**src/rtl/alu_pkg.sv**
```systemverilog
`default_nettype none
// ============================================================================
// alu_pkg : shared operation/state encodings for the pipelined ALU
// Revision: 1.0
// ============================================================================
package alu_pkg;

  typedef enum logic [2:0] {
    OP_ADD = 3'b000,
    OP_SUB = 3'b001,
    OP_AND = 3'b010,
    OP_NOT = 3'b011,
    OP_OR  = 3'b100,
    OP_XOR = 3'b101,
    OP_LSL = 3'b110,
    OP_ASR = 3'b111
  } alu_op_t;

  typedef enum logic {
    IDLE  = 1'b0,
    SHIFT = 1'b1
  } state_t;

  function automatic logic is_shift_op(input alu_op_t op);
    return (op == OP_LSL) || (op == OP_ASR);
  endfunction

endpackage
`default_nettype wire

```
**src/rtl/alu_core.sv**
```systemverilog
`default_nettype none
// ============================================================================
// alu_core : combinational result, carry and overflow for the single-cycle ops
// Revision: 1.0
// ============================================================================
module alu_core
  import alu_pkg::*;
#(
  parameter int WIDTH = 16
) (
  input  logic [2:0]       op_i,
  input  logic [WIDTH-1:0] a_i,
  input  logic [WIDTH-1:0] b_i,
  output logic [WIDTH-1:0] res_o,
  output logic             c_o,
  output logic             v_o
);

  localparam int MSB = WIDTH - 1;

  logic [WIDTH:0] sum_w;
  logic [WIDTH:0] diff_w;

  assign sum_w  = {1'b0, a_i} + {1'b0, b_i};
  // The extra top bit of the difference is the borrow; carry is its inverse.
  assign diff_w = {1'b0, a_i} - {1'b0, b_i};

  always_comb begin
    res_o = '0;
    c_o   = 1'b0;
    v_o   = 1'b0;
    case (alu_op_t'(op_i))
      OP_ADD: begin
        res_o = sum_w[MSB:0];
        c_o   = sum_w[WIDTH];
        v_o   = (a_i[MSB] == b_i[MSB]) && (sum_w[MSB] != a_i[MSB]);
      end
      OP_SUB: begin
        res_o = diff_w[MSB:0];
        c_o   = ~diff_w[WIDTH];
        v_o   = (a_i[MSB] != b_i[MSB]) && (diff_w[MSB] != a_i[MSB]);
      end
      OP_AND:  res_o = a_i & b_i;
      OP_NOT:  res_o = ~b_i;
      OP_OR:   res_o = a_i | b_i;
      OP_XOR:  res_o = a_i ^ b_i;
      default: ;
    endcase
  end

endmodule
`default_nettype wire

```
**src/rtl/alu_pipe.sv**
```systemverilog
`default_nettype none
// ============================================================================
// alu_pipe : handshaked ALU with registered result/flags and iterative shifts
// Revision: 1.0
// ============================================================================
module alu_pipe
  import alu_pkg::*;
#(
  parameter int WIDTH = 16,
  parameter int SHW   = $clog2(WIDTH)
) (
  input  logic             clk,
  input  logic             reset,
  input  logic             in_valid,
  output logic             in_ready,
  input  logic [2:0]       ALUop,
  input  logic [WIDTH-1:0] Ain,
  input  logic [WIDTH-1:0] Bin,
  output logic             out_valid,
  input  logic             out_ready,
  output logic [WIDTH-1:0] out,
  output logic             Z,
  output logic             N,
  output logic             C,
  output logic             V,
  output logic             busy
);

  localparam int MSB = WIDTH - 1;

  state_t           state_q, state_d;
  logic [WIDTH-1:0] out_q, out_d;
  logic [WIDTH-1:0] sreg_q, sreg_d;
  logic [SHW-1:0]   cnt_q, cnt_d;
  logic             asr_q, asr_d;
  logic             cacc_q, cacc_d;
  logic             valid_q, valid_d;
  logic             z_q, z_d, n_q, n_d, c_q, c_d, v_q, v_d;

  alu_op_t          op_w;
  logic             slot_free_w;
  logic             accept_w;
  logic [WIDTH-1:0] core_res_w;
  logic             core_c_w;
  logic             core_v_w;

  assign op_w        = alu_op_t'(ALUop);
  assign slot_free_w = !valid_q || out_ready;
  assign in_ready    = (state_q == IDLE) && slot_free_w;
  assign accept_w    = in_valid && in_ready;

  alu_core #(.WIDTH(WIDTH)) u_core (
    .op_i  (ALUop),
    .a_i   (Ain),
    .b_i   (Bin),
    .res_o (core_res_w),
    .c_o   (core_c_w),
    .v_o   (core_v_w)
  );

  always_comb begin
    state_d = state_q;
    out_d   = out_q;
    sreg_d  = sreg_q;
    cnt_d   = cnt_q;
    asr_d   = asr_q;
    cacc_d  = cacc_q;
    // A held result is released whenever the consumer samples it.
    valid_d = valid_q && !out_ready;
    z_d     = z_q;
    n_d     = n_q;
    c_d     = c_q;
    v_d     = v_q;

    case (state_q)
      IDLE: begin
        if (accept_w) begin
          if (is_shift_op(op_w)) begin
            sreg_d  = Ain;
            cnt_d   = Bin[SHW-1:0];
            asr_d   = (op_w == OP_ASR);
            cacc_d  = 1'b0;
            state_d = SHIFT;
          end else begin
            out_d   = core_res_w;
            z_d     = (core_res_w == '0);
            n_d     = core_res_w[MSB];
            c_d     = core_c_w;
            v_d     = core_v_w;
            valid_d = 1'b1;
          end
        end
      end
      SHIFT: begin
        if (cnt_q != '0) begin
          if (asr_q) begin
            cacc_d = sreg_q[0];
            sreg_d = {sreg_q[MSB], sreg_q[MSB:1]};
          end else begin
            cacc_d = sreg_q[MSB];
            sreg_d = {sreg_q[MSB-1:0], 1'b0};
          end
          cnt_d = cnt_q - SHW'(1);
        end else if (slot_free_w) begin
          out_d   = sreg_q;
          z_d     = (sreg_q == '0);
          n_d     = sreg_q[MSB];
          c_d     = cacc_q;
          v_d     = 1'b0;
          valid_d = 1'b1;
          state_d = IDLE;
        end
      end
      default: state_d = IDLE;
    endcase
  end

  always_ff @(posedge clk or posedge reset) begin
    if (reset) begin
      state_q <= IDLE;
      out_q   <= '0;
      sreg_q  <= '0;
      cnt_q   <= '0;
      asr_q   <= 1'b0;
      cacc_q  <= 1'b0;
      valid_q <= 1'b0;
      z_q     <= 1'b0;
      n_q     <= 1'b0;
      c_q     <= 1'b0;
      v_q     <= 1'b0;
    end else begin
      state_q <= state_d;
      out_q   <= out_d;
      sreg_q  <= sreg_d;
      cnt_q   <= cnt_d;
      asr_q   <= asr_d;
      cacc_q  <= cacc_d;
      valid_q <= valid_d;
      z_q     <= z_d;
      n_q     <= n_d;
      c_q     <= c_d;
      v_q     <= v_d;
    end
  end

  assign out       = out_q;
  assign out_valid = valid_q;
  assign Z         = z_q;
  assign N         = n_q;
  assign C         = c_q;
  assign V         = v_q;
  assign busy      = (state_q == SHIFT);

endmodule
`default_nettype wire

```
**config.mk**
```make
export PLATFORM = sky130hd
export DESIGN_NAME = alu_pipe
export DESIGN_NICKNAME = d
export VERILOG_FILES = /design/src/rtl/alu_pkg.sv /design/src/rtl/alu_core.sv /design/src/rtl/alu_pipe.sv
export SDC_FILE = /design/constraint.sdc
export NUM_CORES = 1
export LEC_CHECK = 0
export CORE_MARGIN = 2
export CORE_UTILIZATION = 38
export CTS_CLUSTER_SIZE = 16
export DETAILED_ROUTE_END_ITERATION = 10
export GPL_TIMING_DRIVEN = 0
export PLACE_DENSITY_LB_ADDON = 0.25
export SETUP_SLACK_MARGIN = 0.02
export SYNTH_ARGS = -nofsm -noshare
export SYNTH_HDL_FRONTEND = slang
export SYNTH_SLANG_ARGS = --single-unit
```
**constraint.sdc**
```tcl
create_clock -name clk -period 2.65 [get_ports clk]
set_clock_uncertainty 0.05 [all_clocks]
set_input_delay 0.3975 -clock clk [delete_from_list [all_inputs] [get_ports clk]]
set_output_delay 0.3975 -clock clk [all_outputs]
set_load 0.02 [all_outputs]
```
==> out/metrics.cfg, run 1 <==
[run_status]
status=finished with violations
violations=setup timing

[floorplanning]
dieWidth_um=120
die_y_um=120
start_util=0.389
io_pins=62
dieArea_um2=14400
rows=42
coreArea_um2=13200

[timing]
setup_violations=6
setup_ws_ns=-0.475
max_freq_mhz=320
setup_tns_ns=-1.22
worst_pin_slew_ns=0.895
max_slew_margin=0.403
finalHoldViolCount=0
fin_crit_sh=1.18
rsz0062_at_grt=true
drv_slew=0
finalCriticalPeriod_ns=3.12

[job]
drv_cap=0

[setup_path]
critPathLaunchType=primary input
crit_type=in2reg
cp.required_ns=2.80
r2r-start=busy
worstPathMaxFanout=3
cp-end-kind=flip-flop
worstPathArrival_ns=3.28
rr_worst_depth=9
ff2ff_setup_slack_ns=-0.26
reg2reg_to=Z

[global_route]
grt_start_max_net_pins=44
grt_overflow=0
groute.usage.overall=0.264
grt_pass1_vias=5718
grt_antenna_before_repair=0
grt_pass1_wl_um=30300

[clocking]
tritoncts=done
cts_buffers=5
htreeDepth=2
insertion_delay_ns=0.29
clock-sinks=43
clockBufferDepth=2
clkSlewWorstSetupHoldPaths_ns=0.06
cts_root_buffer=clkbuf_16

[final_layout]
nets=887
utilization=0.565
drive_gt1_frac=0.287
layout_commonest_cell=nand2_1
num_antenna_cells=0
area_growth_pct=45.2
final_cell_area_um2=7450
num-fill-cells=1174
final_cell_mix=61 x nand2_1, 58 x nor2_1, 49 x buf_4

[power]
switching_power_mw=2.19
leakage_nw=3.14
internal-power_mw=2.71
ir_drop_mv=0.326
clkPwrFrac=0.149
p_sw_frac=0.446
power.density_nw_per_um2=657
power_frac_comb=0.601
p_seq_frac=0.250

[routing]
first_pass_iters=5
vias=5788
ant_nets=0
remaining_drc_errors=0
detail_route.iter0.violations=470
via_per_inst=5.96
wl_per_cell_um=19.5
routed_wl_um=19000

[hold_path]
hold_start=Bin[3]
whs_endpoint=cnt_q[3]
hp-class=in2reg
hold-path-cell-count=3

[yosys]
ys.flop_type=dfrtp_1
synth_cell_types=71
ys_seq_area_frac=0.210
yosys_warnings=0
yosys.area_share.xor_xnor=0.0154
avgSynthCellArea_um2=7.60
syn-num-nets=768
synthTopCellsByArea=dfrtp_1 21%, ha_1 13%, mux2i_1 6.6%
netlist_instances=675
synth-simple-area-share=0.205
synth_top_family_by_area=compound AO/OA/AOI/OAI gates
synth_area_um2=5130
synthMuxAreaShare=0.0751
synth_edf_count=0
synth_compound_area_frac=0.280
yosys_register_bits=43
synth.top_cell.area_share=0.210
synth_fa_ha_area_frac=0.135
synth-async-reset-ratio=1.00
synth_top_area_cell=dfrtp_1

[placed_design]
placed_area_um2=6080
dpl.hpwl_um=13900
globalplace.congestion=0.964
io_buffers=58

==> critical path, cell delays in order <==
cell and delay, ns:
buf_8 0.09, inv_4 0.04, ha_4 0.16, inv_2 0.05
fa_2 0.42, mux2i_1 0.18, o221ai_1 0.24, a2111oi_4 0.40
nand3_1 0.13, nor4b_2 0.29, and4bb_1 0.23, or4b_4 0.47
o31ai_2 0.18
==> what timing repair did <==
item                                    4_1_cts  5_1_grt
pin swaps                                    58       42
setup buffers                                48        9
gates resized for setup                     248       46
hold buffers                                  0        0
endpoints found under the setup margin       19       40
==> state kept, by name (all words and copies together) (netlist names) <==
name	count
cnt_q	4
Z	1
cacc_q	1
out	16
V	1
busy	1
C	1
sreg_q	16
asr_q	1
out_valid	1
==> logic make-up (layout without fill, tap and decap cells) <==
logic type	after synthesis	in the layout
buffers and inverters	100	220
AND/OR/NAND/NOR	218	218
AO/OA/AOI/OAI	213	213
adder cells (fa/ha/maj)	54	54
multiplexers	38	38
flip-flops	43	43
XOR/XNOR	9	9
==> cell type report <==
class / instances / area (um^2) / share of cell area
Multi-Input combinational cell: 532 / 4400 / 0.590
Sequential cell: 43 / 1080 / 0.144
Timing Repair Buffer: 114 / 1050 / 0.142
Buffer: 43 / 293 / 0.0393
Inverter: 55 / 234 / 0.0314
Tap cell: 176 / 220 / 0.0296
Clock buffer: 6 / 139 / 0.0186
Clock inverter: 2 / 35.0 / 0.00470
==> power by group through the flow <==
| stage | sequential [mW] | combinational, mW | clock [mW] |
|---|---|---|---|
| CTS | 1.22 | 2.83 | 0.736 |
| finish | 1.22 | 2.94 | 0.731 |
| floorplan | 1.32 | 1.57 | 0 |
| detailed placement | 1.22 | 2.55 | 0 |
| global placement | 1.21 | 2.50 | 0 |
| global route | 1.26 | 3.23 | 0.764 |
==> cell usage after synthesis, types with 5 or more instances <==
master	n
nor4_1	6
nor2_1	63
a211oi_1	14
nand3_1	11
a31oi_1	6
nand2_1	64
o31ai_1	5
o21ai_0	54
dfrtp_1	43
inv_1	54
nor3_1	21
o211ai_1	7
clkbuf_1	27
a21oi_1	44
o221ai_1	6
a221oi_1	10
nor2b_1	11
mux2i_1	34
buf_1	5
nand2b_1	10
buf_2	8
ha_1	52
a21o_1	7
o22ai_1	9
o21bai_1	6
xnor2_1	8
==> metal layers <==
| metal | share of wire | global-route usage | wire length, um | up-vias |
|---|---|---|---|---|
| li1 | - | - | - | 2677 |
| met1 | 0.42 | 0.348 | 7950 | 2796 |
| met2 | 0.48 | 0.448 | 9150 | 276 |
| met3 | 0.072 | 0.0264 | 1360 | 39 |
| met4 | 0.026 | 0.0971 | 489 | 0 |
| met5 | 0 | 0 | 0 | - |
==> per-stage QoR <==
stage | hold WS [ns] | setup slack, ns | cells | power (mW)
final | 0.403 | -0.475 | 971 | 4.90
after global routing | 0.447 | -0.606 | 971 | 5.25
after CTS | 0.399 | -0.658 | 966 | 4.78
after detailed placement | 0.416 | -1.69 | 910 | 3.77
after global placement | 0.411 | -1.68 | 909 | 3.71
after floorplan | 0.399 | -0.555 | 675 | 2.89
==> worst max-delay path by stage <==
stage	startpoint	to	slack, ns	cells after the start
2_1_floorplan	Ain[0]	Z	-0.55	13
3_3_place_gp	Ain[1]	Z	-1.68	12
3_5_place_dp	Ain[1]	Z	-1.69	12
4_1_cts	Ain[0]	Z	-0.66	14
5_1_grt	Ain[0]	Z	-0.61	14
6_report	Ain[0]	Z	-0.47	13
Power figures use the tool's default switching activity.
==> run 2, diff against run 1 <==
--- a/config.mk
+++ b/config.mk
@@ -11,6 +11,7 @@
 export DETAILED_ROUTE_END_ITERATION = 10
 export GPL_TIMING_DRIVEN = 0
 export PLACE_DENSITY_LB_ADDON = 0.25
+export RECOVER_POWER = 100
 export SETUP_SLACK_MARGIN = 0.02
 export SYNTH_ARGS = -nofsm -noshare
 export SYNTH_HDL_FRONTEND = slang
==> run 2 against run 1 <==
Against the previous run:
- the flow finishes with violations (capacitance limit, slew limit, setup timing)
- critical path depth unchanged
- power shrank 1.1%
- via count increased by 0.41%
- clock-buffer cell count stayed put
- sequential share of layout area about the same
- largest power group unchanged
==> out/metrics.cfg, run 2 (same netlist as run 1, synthesis figures left out) <==
[global_route]
groute.usage.overall=0.264  ; unchanged
grt_antenna_before_repair=0  ; unchanged
grt_overflow=0  ; unchanged
grt_start_max_net_pins=44  ; unchanged
grt_pass1_wl_um=30300  ; unchanged
grt_pass1_vias=5718  ; unchanged

[routing]
detail_route.iter0.violations=509  ; +8.3%
remaining_drc_errors=0  ; unchanged
vias=5812  ; +0.41%
routed_wl_um=19000  ; +0.52%
via_per_inst=5.99  ; +0.41%
first_pass_iters=5  ; unchanged
wl_per_cell_um=19.6  ; +0.52%
ant_nets=0  ; unchanged

[final_layout]
nets=887  ; unchanged
final_cell_area_um2=7440  ; about the same
multi_input_area_um2=4390  ; -0.14%
num_antenna_cells=0  ; unchanged
area_growth_pct=45.1  ; about the same
drive_gt1_frac=0.282  ; -0.00503
seq_area_um2=1080  ; unchanged
num-fill-cells=1176  ; +0.17%
layout_commonest_cell=nand2_1
final_cell_mix=61 x nand2_1, 58 x nor2_1, 49 x buf_4

[floorplanning]
die_y_um=120  ; unchanged
dieArea_um2=14400  ; unchanged
start_util=0.389  ; unchanged
rows=42  ; unchanged
io_pins=62  ; unchanged
dieWidth_um=120  ; unchanged
coreArea_um2=13200  ; unchanged

[run_status]
violations=capacitance limit, slew limit, setup timing
status=finished with violations

[clocking]
cts_buffers=5  ; unchanged
cts_root_buffer=clkbuf_16
clockBufferDepth=2  ; unchanged
htreeDepth=2  ; unchanged
clkSlewWorstSetupHoldPaths_ns=0.06  ; about the same
insertion_delay_ns=0.29  ; about the same
clock-sinks=43  ; unchanged
tritoncts=done

[setup_path]
critPathLaunchType=primary input
cp.required_ns=2.80  ; about the same
crit_type=in2reg
rr_worst_depth=9  ; unchanged
worstPathArrival_ns=3.27  ; about the same
critPathCapture=Z
path_cells=buf_8, inv_4, ha_4, inv_2, fa_2, mux2i_1, o221ai_1, a2111oi_4, nand3_1, nor4b_2, and4bb_1, or4b_4, o31ai_2
startpoint=Ain[0]
max_stage_delay_ns=0.47  ; about the same
worstPathMaxFanout=3  ; unchanged
reg2reg_to=Z
r2r-start=busy
ff2ff_setup_slack_ns=-0.24  ; +0.02 ns
crit_slowest_cell=or4b_4
cp-end-kind=flip-flop

[job]
drv_cap=1  ; +1

[placed_design]
placed_area_um2=6080  ; unchanged
globalplace.congestion=0.964  ; unchanged
io_buffers=58  ; unchanged
dpl.hpwl_um=13900  ; unchanged

[hold_path]
hold_start=Bin[3]
hp-class=in2reg

[power]
leakage_nw=3.18  ; +1.3%
power.density_nw_per_um2=651  ; -1.0%
power.total_mw=4.84  ; -1.1%
ir_drop_mv=0.323  ; -0.79%

[timing]
max_slew_margin=-0.0966  ; -0.499
finalHoldViolCount=0  ; unchanged
drv_slew=44  ; +44
max_freq_mhz=320  ; +0.11%
finalCriticalPeriod_ns=3.12  ; -0.00350 ns
worst_pin_slew_ns=1.64  ; +0.748 ns
setup_ws_ns=-0.471  ; +0.00350 ns
fin_crit_sh=1.18  ; -0.00132
setup_violations=6  ; unchanged
rsz0062_at_grt=true

==> run 2: what timing repair did <==
action,in CTS,in global routing
endpoints found under the setup margin,19,40
hold buffers,0,0
cloned,0,0
pin swaps,58,42
resized for setup,248,46
setup buffers,48,9
==> run 2: cell type report <==
cell class / count / share of cell area
Sequential cell: 43 / 0.145
Clock inverter: 2 / 0.00471
Inverter: 55 / 0.0314
Multi-Input combinational cell: 532 / 0.590
Clock buffer: 6 / 0.0187
Tap cell: 176 / 0.0296
Timing Repair Buffer: 114 / 0.142
Buffer: 43 / 0.0393
==> run 2: per-layer routing <==
layer	wire, um	part of all wire	vias up	GRT usage
met5	0	0	-	0
li1	-	-	2679	-
met3	1160	0.061	38	0.0264
met1	8200	0.43	2840	0.348
met4	481	0.025	0	0.0971
met2	9210	0.48	255	0.448
==> run 2: worst max-delay path, delay by kind of cell <==
kind | cells | cell delay [ns]
adder cells (fa/ha/maj) | 2 | 0.58
buffers and inverters | 3 | 0.18
AO/OA/AOI/OAI | 3 | 0.82
AND/OR/NAND/NOR | 4 | 1.13
multiplexers | 1 | 0.18
==> run 2: stage by stage <==
step / hold slack (ns) / utilization / std cells / setup slack [ns] / TNS (ns)
2_1_floorplan: 0.399 / - / 675 / -0.555 / -0.566
3_3_place_gp: 0.411 / 0.460 / 909 / -1.68 / -18.49
3_5_place_dp: 0.416 / 0.461 / 910 / -1.69 / -18.35
4_1_cts: 0.399 / 0.548 / 966 / -0.658 / -1.25
5_1_grt: 0.447 / 0.564 / 971 / -0.606 / -4.41
6_report: 0.400 / 0.564 / 971 / -0.471 / -1.23
==> run 2: how the worst min path moves through the flow <==
stage | end | slack, ns | depth (start not counted)
3_5_place_dp | cacc_q | 0.42 | 2
4_1_cts | cnt_q[3] | 0.40 | 3
2_1_floorplan | cacc_q | 0.40 | 2
3_3_place_gp | out[10] | 0.41 | 2
5_1_grt | cnt_q[3] | 0.45 | 3
6_report | cnt_q[3] | 0.40 | 3
==> run 2: power by group <==
group          internal [mW]  total [mW]  switching (mW)
clock                  0.469       0.734           0.265
sequential             0.957        1.22           0.263
combinational           1.23        2.89            1.66
